## config.mk

```make
export PLATFORM = sky130hd
export DESIGN_NAME = bloom_row_scheduler_flat
export DESIGN_NICKNAME = d
export VERILOG_FILES = /design/src/rtl/bloom_pkg.sv /design/src/rtl/bloom_row_scheduler_if.sv /design/src/rtl/atualiza_linha.sv /design/src/rtl/bloom_time_base.sv /design/src/rtl/bloom_row_scheduler.sv /design/src/flat_wrapper.sv
export SDC_FILE = /design/constraint.sdc
export NUM_CORES = 1
export LEC_CHECK = 0
export ABC_AREA = 1
export BUFFER_PORTS_ARGS = -buffer_cell sky130_fd_sc_hd__buf_2
export CAP_MARGIN = 20
export CORE_MARGIN = 3
export CORE_UTILIZATION = 45
export CTS_CLUSTER_DIAMETER = 80
export DETAILED_ROUTE_END_ITERATION = 8
export GPL_TIMING_DRIVEN = 0
export PLACE_DENSITY = 0.67
export SETUP_SLACK_MARGIN = 0.15
export SLEW_MARGIN = 20
export SYNTH_ARGS = -nofsm -noshare
export SYNTH_HDL_FRONTEND = slang
export SYNTH_SLANG_ARGS = --single-unit
export TNS_END_PERCENT = 30
```

## constraint.sdc

```tcl
create_clock -name clk -period 6.4 [get_ports clk]
set_input_delay 1.92 -clock clk [delete_from_list [all_inputs] [get_ports clk]]
set_output_delay 1.92 -clock clk [all_outputs]
set_load 0.1 [all_outputs]
```

## src/rtl/bloom_pkg.sv

```systemverilog
// bloom_pkg: row layout, widths and encodings shared by the Bloom row scheduler blocks.
// Row layout, MSB to LSB: bloom buckets | bucket index | loop count.
package bloom_pkg;
    localparam int DATA_WIDTH     = 72;
    localparam int NUM_BUCKETS    = 14;
    localparam int BUCKET_SZ      = 4;
    localparam int BITS_SHIFT     = 4;
    localparam int BLOOM_INIT_POS = 16;
    localparam int ADDR_WIDTH     = 19;

    localparam int LOOP_W     = BLOOM_INIT_POS - BITS_SHIFT;
    localparam int BLOOM_W    = DATA_WIDTH - BLOOM_INIT_POS;
    localparam int BLOOM_LSB  = BLOOM_INIT_POS;
    localparam int BUCKET_MSB = BLOOM_INIT_POS - 1;
    localparam int BUCKET_LSB = BLOOM_INIT_POS - BITS_SHIFT;
    localparam int LOOP_MSB   = LOOP_W - 1;
    localparam int LOOP_LSB   = 0;

    typedef enum logic [1:0] {IDLE, RD, UPD, WR} state_t;
    typedef enum logic {OP_DATA, OP_ACK} op_t;
endpackage

```

## src/rtl/bloom_row_scheduler_if.sv

```systemverilog
// bloom_row_scheduler_if: requester handshakes, lookup response, SRAM port and live time base.
interface bloom_row_scheduler_if;
    import bloom_pkg::*;

    logic                  data_req_vld;
    logic [ADDR_WIDTH-1:0] data_req_addr;
    logic                  data_req_rdy;
    logic                  ack_req_vld;
    logic [ADDR_WIDTH-1:0] ack_req_addr;
    logic                  ack_req_rdy;
    logic                  resp_vld;
    logic                  resp_hit;
    logic [ADDR_WIDTH-1:0] mem_addr;
    logic                  mem_rd_req;
    logic                  mem_rd_vld;
    logic [DATA_WIDTH-1:0] mem_rd_data;
    logic                  mem_wr_req;
    logic [DATA_WIDTH-1:0] mem_wr_data;
    logic                  mem_wr_ack;
    logic [BITS_SHIFT-1:0] cur_bucket;
    logic [LOOP_W-1:0]     cur_loop;
    logic                  busy;

    modport master (
        input  data_req_vld, data_req_addr, ack_req_vld, ack_req_addr,
        input  mem_rd_vld, mem_rd_data, mem_wr_ack,
        output data_req_rdy, ack_req_rdy, resp_vld, resp_hit,
        output mem_addr, mem_rd_req, mem_wr_req, mem_wr_data,
        output cur_bucket, cur_loop, busy
    );

    modport slave (
        output data_req_vld, data_req_addr, ack_req_vld, ack_req_addr,
        output mem_rd_vld, mem_rd_data, mem_wr_ack,
        input  data_req_rdy, ack_req_rdy, resp_vld, resp_hit,
        input  mem_addr, mem_rd_req, mem_wr_req, mem_wr_data,
        input  cur_bucket, cur_loop, busy
    );
endinterface

```

## src/rtl/atualiza_linha.sv

```systemverilog
// atualiza_linha: ages a row to the given time, shifting buckets toward the LSB by elapsed buckets.
// Anything a full row-length or more in the past (modulo loop wrap), or ahead of now, is cleared.
module atualiza_linha import bloom_pkg::*; (
    input  logic [DATA_WIDTH-1:0] row,
    input  logic [BITS_SHIFT-1:0] bucket,
    input  logic [LOOP_W-1:0]     loop,
    output logic [DATA_WIDTH-1:0] aged
);
    logic [LOOP_W-1:0]     loop_gap;
    logic [BITS_SHIFT+1:0] elapsed;
    logic                  stale;
    logic [BLOOM_W-1:0]    bloom;

    always_comb begin
        loop_gap = loop - row[LOOP_MSB:LOOP_LSB];
        elapsed  = (loop_gap == LOOP_W'(1) ? (BITS_SHIFT+2)'(NUM_BUCKETS) : '0)
                 + (BITS_SHIFT+2)'(bucket) - (BITS_SHIFT+2)'(row[BUCKET_MSB:BUCKET_LSB]);
        // A row ahead of now underflows elapsed and lands in the stale range.
        stale    = loop_gap > LOOP_W'(1) || elapsed >= (BITS_SHIFT+2)'(NUM_BUCKETS);
        bloom    = stale ? '0 : row[DATA_WIDTH-1:BLOOM_LSB] >> (32'(elapsed) * BUCKET_SZ);
        aged     = {bloom, bucket, loop};
    end
endmodule

```

## src/rtl/bloom_time_base.sv

```systemverilog
// bloom_time_base: free-running tick counter driving the live bucket index and loop count.
module bloom_time_base import bloom_pkg::*; #(
    parameter logic [15:0] TICKS_PER_BUCKET = 16'd1000
) (
    input  logic                  clk,
    input  logic                  reset_n,
    output logic [BITS_SHIFT-1:0] cur_bucket,
    output logic [LOOP_W-1:0]     cur_loop
);
    localparam logic [BITS_SHIFT-1:0] LAST_BUCKET = BITS_SHIFT'(NUM_BUCKETS - 1);

    logic [15:0] tick;
    logic        wrap;
    logic        last;

    assign wrap = tick == TICKS_PER_BUCKET - 16'd1;
    assign last = cur_bucket == LAST_BUCKET;

    always_ff @(posedge clk) begin
        if (!reset_n) begin
            tick       <= '0;
            cur_bucket <= '0;
            cur_loop   <= '0;
        end else begin
            tick <= wrap ? '0 : tick + 16'd1;
            if (wrap) begin
                cur_bucket <= last ? '0 : cur_bucket + 1'b1;
                cur_loop   <= last ? cur_loop + 1'b1 : cur_loop;
            end
        end
    end
endmodule

```

## src/rtl/bloom_row_scheduler.sv

```systemverilog
// bloom_row_scheduler: arbitrates inserts and lookups, then read-age-(bump)-write each SRAM row.
module bloom_row_scheduler import bloom_pkg::*; #(
    parameter logic [15:0] TICKS_PER_BUCKET = 16'd1000
) (
    input logic                  clk,
    input logic                  reset_n,
    bloom_row_scheduler_if.master bus
);
    state_t                state;
    state_t                next_state;
    op_t                   op;
    op_t                   last_grant;
    logic                  grant_data;
    logic                  grant_ack;
    logic [BITS_SHIFT-1:0] cur_bucket;
    logic [LOOP_W-1:0]     cur_loop;
    logic [BITS_SHIFT-1:0] snap_bucket;
    logic [LOOP_W-1:0]     snap_loop;
    logic [DATA_WIDTH-1:0] rd_row;
    logic [DATA_WIDTH-1:0] aged;
    logic [DATA_WIDTH-1:0] bumped;
    logic [BUCKET_SZ-1:0]  top;

    bloom_time_base #(.TICKS_PER_BUCKET(TICKS_PER_BUCKET)) time_base (
        .clk        (clk),
        .reset_n    (reset_n),
        .cur_bucket (cur_bucket),
        .cur_loop   (cur_loop)
    );

    atualiza_linha aging (
        .row    (rd_row),
        .bucket (snap_bucket),
        .loop   (snap_loop),
        .aged   (aged)
    );

    assign top    = aged[DATA_WIDTH-1 -: BUCKET_SZ];
    assign bumped = {&top ? top : top + 1'b1, aged[DATA_WIDTH-BUCKET_SZ-1:0]};

    // Reset gates the grants so no ready is shown while reset is asserted.
    assign grant_data = reset_n && state == IDLE && bus.data_req_vld
                        && (!bus.ack_req_vld || last_grant == OP_ACK);
    assign grant_ack  = reset_n && state == IDLE && bus.ack_req_vld
                        && (!bus.data_req_vld || last_grant == OP_DATA);

    assign bus.data_req_rdy = grant_data;
    assign bus.ack_req_rdy  = grant_ack;
    assign bus.mem_rd_req   = state == RD;
    assign bus.mem_wr_req   = state == WR;
    assign bus.busy         = state != IDLE;
    assign bus.cur_bucket   = cur_bucket;
    assign bus.cur_loop     = cur_loop;

    always_comb begin
        next_state = state;
        case (state)
            IDLE:    next_state = grant_data || grant_ack ? RD : IDLE;
            RD:      next_state = bus.mem_rd_vld ? UPD : RD;
            UPD:     next_state = WR;
            WR:      next_state = bus.mem_wr_ack ? IDLE : WR;
            default: next_state = IDLE;
        endcase
    end

    always_ff @(posedge clk) begin
        if (!reset_n) begin
            state           <= IDLE;
            op              <= OP_DATA;
            last_grant      <= OP_ACK;
            snap_bucket     <= '0;
            snap_loop       <= '0;
            rd_row          <= '0;
            bus.mem_addr    <= '0;
            bus.mem_wr_data <= '0;
            bus.resp_vld    <= 1'b0;
            bus.resp_hit    <= 1'b0;
        end else begin
            state        <= next_state;
            bus.resp_vld <= 1'b0;
            if (grant_data || grant_ack) begin
                op           <= grant_data ? OP_DATA : OP_ACK;
                last_grant   <= grant_data ? OP_DATA : OP_ACK;
                bus.mem_addr <= grant_data ? bus.data_req_addr : bus.ack_req_addr;
                snap_bucket  <= cur_bucket;
                snap_loop    <= cur_loop;
            end
            if (state == RD && bus.mem_rd_vld)
                rd_row <= bus.mem_rd_data;
            if (state == UPD) begin
                bus.mem_wr_data <= op == OP_DATA ? bumped : aged;
                if (op == OP_ACK) begin
                    bus.resp_vld <= 1'b1;
                    bus.resp_hit <= |aged[DATA_WIDTH-1:BLOOM_LSB];
                end
            end
        end
    end
endmodule

```

## src/flat_wrapper.sv

```systemverilog
// flat-port wrapper written by rule: the top's interface ports become plain ports
module bloom_row_scheduler_flat import bloom_pkg::*;
#(
    parameter logic [15:0] TICKS_PER_BUCKET = 16'd1000
)
  (clk, reset_n, bus_data_req_vld, bus_data_req_addr, bus_ack_req_vld, bus_ack_req_addr, bus_mem_rd_vld, bus_mem_rd_data, bus_mem_wr_ack, bus_data_req_rdy, bus_ack_req_rdy, bus_resp_vld, bus_resp_hit, bus_mem_addr, bus_mem_rd_req, bus_mem_wr_req, bus_mem_wr_data, bus_cur_bucket, bus_cur_loop, bus_busy);
  bloom_row_scheduler_if bus_i ();
  input logic clk;
  input logic reset_n;
  input wire logic [$bits(bus_i.data_req_vld)-1:0] bus_data_req_vld;
  input wire logic [$bits(bus_i.data_req_addr)-1:0] bus_data_req_addr;
  input wire logic [$bits(bus_i.ack_req_vld)-1:0] bus_ack_req_vld;
  input wire logic [$bits(bus_i.ack_req_addr)-1:0] bus_ack_req_addr;
  input wire logic [$bits(bus_i.mem_rd_vld)-1:0] bus_mem_rd_vld;
  input wire logic [$bits(bus_i.mem_rd_data)-1:0] bus_mem_rd_data;
  input wire logic [$bits(bus_i.mem_wr_ack)-1:0] bus_mem_wr_ack;
  output wire logic [$bits(bus_i.data_req_rdy)-1:0] bus_data_req_rdy;
  output wire logic [$bits(bus_i.ack_req_rdy)-1:0] bus_ack_req_rdy;
  output wire logic [$bits(bus_i.resp_vld)-1:0] bus_resp_vld;
  output wire logic [$bits(bus_i.resp_hit)-1:0] bus_resp_hit;
  output wire logic [$bits(bus_i.mem_addr)-1:0] bus_mem_addr;
  output wire logic [$bits(bus_i.mem_rd_req)-1:0] bus_mem_rd_req;
  output wire logic [$bits(bus_i.mem_wr_req)-1:0] bus_mem_wr_req;
  output wire logic [$bits(bus_i.mem_wr_data)-1:0] bus_mem_wr_data;
  output wire logic [$bits(bus_i.cur_bucket)-1:0] bus_cur_bucket;
  output wire logic [$bits(bus_i.cur_loop)-1:0] bus_cur_loop;
  output wire logic [$bits(bus_i.busy)-1:0] bus_busy;
  assign bus_i.data_req_vld = bus_data_req_vld;
  assign bus_i.data_req_addr = bus_data_req_addr;
  assign bus_i.ack_req_vld = bus_ack_req_vld;
  assign bus_i.ack_req_addr = bus_ack_req_addr;
  assign bus_i.mem_rd_vld = bus_mem_rd_vld;
  assign bus_i.mem_rd_data = bus_mem_rd_data;
  assign bus_i.mem_wr_ack = bus_mem_wr_ack;
  assign bus_data_req_rdy = bus_i.data_req_rdy;
  assign bus_ack_req_rdy = bus_i.ack_req_rdy;
  assign bus_resp_vld = bus_i.resp_vld;
  assign bus_resp_hit = bus_i.resp_hit;
  assign bus_mem_addr = bus_i.mem_addr;
  assign bus_mem_rd_req = bus_i.mem_rd_req;
  assign bus_mem_wr_req = bus_i.mem_wr_req;
  assign bus_mem_wr_data = bus_i.mem_wr_data;
  assign bus_cur_bucket = bus_i.cur_bucket;
  assign bus_cur_loop = bus_i.cur_loop;
  assign bus_busy = bus_i.busy;
  bloom_row_scheduler #(.TICKS_PER_BUCKET(TICKS_PER_BUCKET)) u_core (.clk(clk), .reset_n(reset_n), .bus(bus_i));
endmodule
```

==> results.txt <==
By instance count, the cell type seen most on the critical path is nand2_1. The minimum clock period was 5.89 ns. For the worst setup path, the data required time is 6.82 ns. Measured along the x axis, the die boundary spans 168 microns. From bottom edge to top edge, the die measures 168 microns.

Entering global routing, the biggest net connects 13 pins. The source of the worst register-to-register timing path was u_core.snap_loop[0]. The detail route stage leaves a number of antenna-violating nets equal to 0. Based on the critical path, the design can be clocked at up to 170 MHz. The count of H-tree levels built during CTS is 1. For the row count, the log shows 58.

Cell internal power was estimated by the tool at 2.71 mW. The number of enable-type register cells in the synthesized netlist works out to 0. The detailed-route vias per instance is 5.57. Mapped cell area: 11,800 sq um. The tools report the count of max-cap constraint violations as 0.

Type of element launching the critical path: a register. The root buffer cell is clkbuf_16. Cells with a size suffix above 1 make up 15.6% of the layout. The endpoint identified for the worst register-to-register timing path is u_core.bus.resp_hit.

In the synthesized netlist the dominant register cell turns out to be dfxtp_1. At the pin with the least slew margin, the transition time is 1.10 ns. The final cell area excluding filler cells came out at 14,200 sq um. After layout, the worst path uses 92.0% of the clock period.

The longest clock path from root to sink contains 3 buffers. VDD sags by at most 287 uV. The launch instance of the worst min-delay path was u_core.time_base.tick[0]. The minimum hold slack is 0.453 ns, and the overall fraction of global-route tracks in use is 32.1%.

Setup violations remaining at the end of the flow were counted as 0. Class of the worst hold path: register to register. At the end of routability-driven placement, the weighted congestion stood at 1.04. Together, buffers and inverters on the worst path number 7.

After the first detailed-routing iteration, the DRC count stood at 1,509. The area taken by multi-input logic gates is 6430 sq um, and the initial core utilization is 46.3%. The logs give 0 for the overflow left after global routing and 29.1% for the part of the power in the clock network. The average wire per cell in the routed design is 19.3 microns, and the mean instance size in the synthesized netlist is 6.51 sq um. The gate family responsible for the most delay along the worst path is simple AND/OR/NAND/NOR gates. The switching power was 2.06 mW; the number of distinct standard cells referenced by the synthesized netlist was 46. TritonCTS built the clock tree. Setup slack on the worst reg-to-reg path comes out at 0.51 ns. In this run the standard cell core region covers 25,500 sq um. Number of cells on the worst hold path: 1. The analysis attributes to cell leakage a power of 6.64 nW. STA classifies the critical path endpoint as a register.

For the final routed database, the setup TNS stands at 0 ns. The logs give 13,500 for the total via count after detailed routing and 13,400 sq um for the post-detailed-placement cell area. The flow ran to the end, and the final reports show no timing, DRC or antenna violations. The run gives 26.5% as the tightest slew margin relative to the limit. The later pin in the worst-skew pair is clocked with a latency of 0.53 ns. The synthesized netlist net count was 1,952; the number of warnings printed during yosys synthesis was 0. After synthesis the netlist holds a flip-flop and latch count of 217.

During I/O placement, the number of pins put on the boundary was 230. The design draws 4.77 mW. The die footprint was 28,200 sq um; the final layout net count was 2,208.

Compared with the post-synthesis result, the final layout area differs by 20.7%. The final layout contains routed wiring with a total length of 46,700 microns. Counting every sink on the clock net gives 217.

The number of remaining DRC errors came out at 0. In the layout the commonest cells are nand2_1, nand3_1, buf_2, dfxtp_1, nor2_1. Summing all flip-flop and latch instances after layout gives 4340 sq um.

For the via count of the first global-routing pass, the log shows 12,400. The clock slew seen by the registers of the worst setup and hold paths came out at 0.06 ns. In this run, CTS created clock tree buffers numbering 25.

For this run, the slowest stage of the critical path takes 0.48 ns. Setup repair after global routing left no endpoint under its margin. Data on the critical path arrives at its endpoint at 6.31 ns. The power per cell area works out to 335 nW/um^2.

The tools report the first-pass GRT wire length as 72,300 microns. Along the worst path, the maximum fanout reaches 10. Detailed placement finished with a half-perimeter wire length of 36,700 microns. The critical path start-end classification is register to register.

The switching power as a share of total power is 43.1%, and the combinational fraction of design power is 39.6%. Per report_power, the sequential group accounts for 31.3% of the total. The share of synthesized area occupied by flip-flops and latches is 36.8%.

The number of endpoints with negative hold slack in the final report is 0, and the number of fill cells is 2,600. The run gives 1 as the initial antenna violation count. Counting cells, the worst reg-to-reg path comes to 30. Count of input and output buffers: 228. The critical path starts at u_core.snap_loop[0]. The number of pins with negative max-slew slack in the final report came out at 0. Leaving out fill and tap cells, the most frequent cell in the layout is nand2_1. For the final database, setup skew stands at 0.0132 ns. For this run, asynchronously set or reset flops after synthesis account for 0%. The slowest stage of the critical path belongs to the cell clkbuf_1. The destination of the worst hold path was u_core.time_base.tick[0]. The logs give 1,812 for the cell count after synthesis and 5 for the number of search-and-repair iterations in the first detailed-routing pass.
[metal layers]
metal | vias up | part of all wire, % | wire length [microns] | global-route usage, %
met3 | 68 | 8.0 | 3720 | 5.56
li1 | 6559 | - | - | -
met4 | 0 | 2.1 | 988 | 6.23
met2 | 535 | 44 | 20400 | 50.6
met5 | - | 0 | 0 | 0
met1 | 6310 | 46 | 21600 | 46.6
[Yosys cell counts, types with 3 or more instances]
master      n  area share [%]
o21ai_0   139             5.9
ha_1       22             2.3
nor4_1      5            0.27
nor3_1     19            0.81
nand3_1   322              14
nor2_1    168             5.3
o211a_1     4            0.34
buf_4       3            0.19
buf_1      24            0.76
nor2_2      4            0.21
nand2_1   398              13
nand3b_1    3            0.19
buf_6       9            0.86
inv_1     130             4.1
buf_2       8            0.34
dfxtp_1   217              37
a21oi_1   159             6.7
inv_2       6            0.19
nand3_2     5            0.42
o21ai_1    13            0.55
clkbuf_1   79             2.5
o211ai_1    3            0.19
nand2_2     3            0.16
nand4_1    18            0.95
a31oi_1    20             1.1
clkinv_1    4            0.13
xor2_1      3            0.22
[power groups by stage]
| stage | logic [mW] | registers, mW | clock network [mW] |
|---|---|---|---|
| final | 1.89 | 1.49 | 1.39 |
| after floorplan | 0.949 | 1.84 | 0 |
| after detailed placement | 1.80 | 1.52 | 0 |
| after CTS | 1.81 | 1.49 | 1.41 |
| after global routing | 2.03 | 1.50 | 1.46 |
| after global placement | 1.80 | 1.52 | 0 |
[worst max-delay path by stage]
stage / to / slack [ns] / depth (start not counted)
finish: u_core.bus.resp_hit / 0.51 / 30
global placement: u_core.bus.resp_hit / -0.04 / 43
global route: u_core.bus.resp_hit / 0.13 / 39
CTS: u_core.bus.resp_hit / 0.23 / 43
floorplan: bus_data_req_rdy / 0.98 / 5
detailed placement: u_core.bus.resp_hit / -0.01 / 43
[final cells by class]
| class | instances | area share, % |
|---|---|---|
| Antenna cell | 1 | 0.0176 |
| Inverter | 140 | 3.69 |
| Timing Repair Buffer | 229 | 8.07 |
| Clock inverter | 9 | 0.562 |
| Clock buffer | 37 | 5.06 |
| Tap cell | 330 | 2.90 |
| Multi-Input combinational cell | 1331 | 45.2 |
| Sequential cell | 217 | 30.5 |
| Buffer | 124 | 4.01 |
[logic make-up after synthesis]
family | Yosys count | synth area share (%)
buffers and inverters | 264 | 9.25
AND/OR/NAND/NOR | 954 | 35.4
flip-flops | 217 | 36.8
XOR/XNOR | 4 | 0.297
adder cells (fa/ha/maj) | 24 | 2.67
AO/OA/AOI/OAI | 349 | 15.5
[metrics by stage]
step / util [%] / setup slack [ns] / std cells
floorplan: - / 0.981 / 1812
global placement: 52.4 / -0.0394 / 2370
detailed placement: 52.4 / -0.0102 / 2370
CTS: 55.6 / 0.231 / 2416
global route: 55.9 / 0.131 / 2418
finish: 55.9 / 0.511 / 2418
[sequential cells by signal (all words and copies together), names as in the netlist]
| register | count |
|---|---|
| u_core.rd_row | 72 |
| u_core.time_base.cur_loop | 12 |
| u_core.state | 2 |
| u_core.op | 1 |
| u_core.snap_bucket | 4 |
| u_core.last_grant | 1 |
| u_core.bus.mem_wr_data | 72 |
| u_core.bus.resp_hit | 1 |
| u_core.bus.mem_addr | 19 |
| u_core.time_base.cur_bucket | 4 |
| u_core.snap_loop | 12 |
| u_core.time_base.tick | 16 |
| u_core.bus.resp_vld | 1 |
[repair_timing]
action | 4_1_cts | 5_1_grt
hold buffers | 0 | 0
endpoints found under the hold margin | 0 | 0
setup endpoints to repair | 1 | 5
buffers inserted | 0 | 1
resized for setup | 2 | 17
pin swaps | 0 | 3
Power figures use the tool's default switching activity.
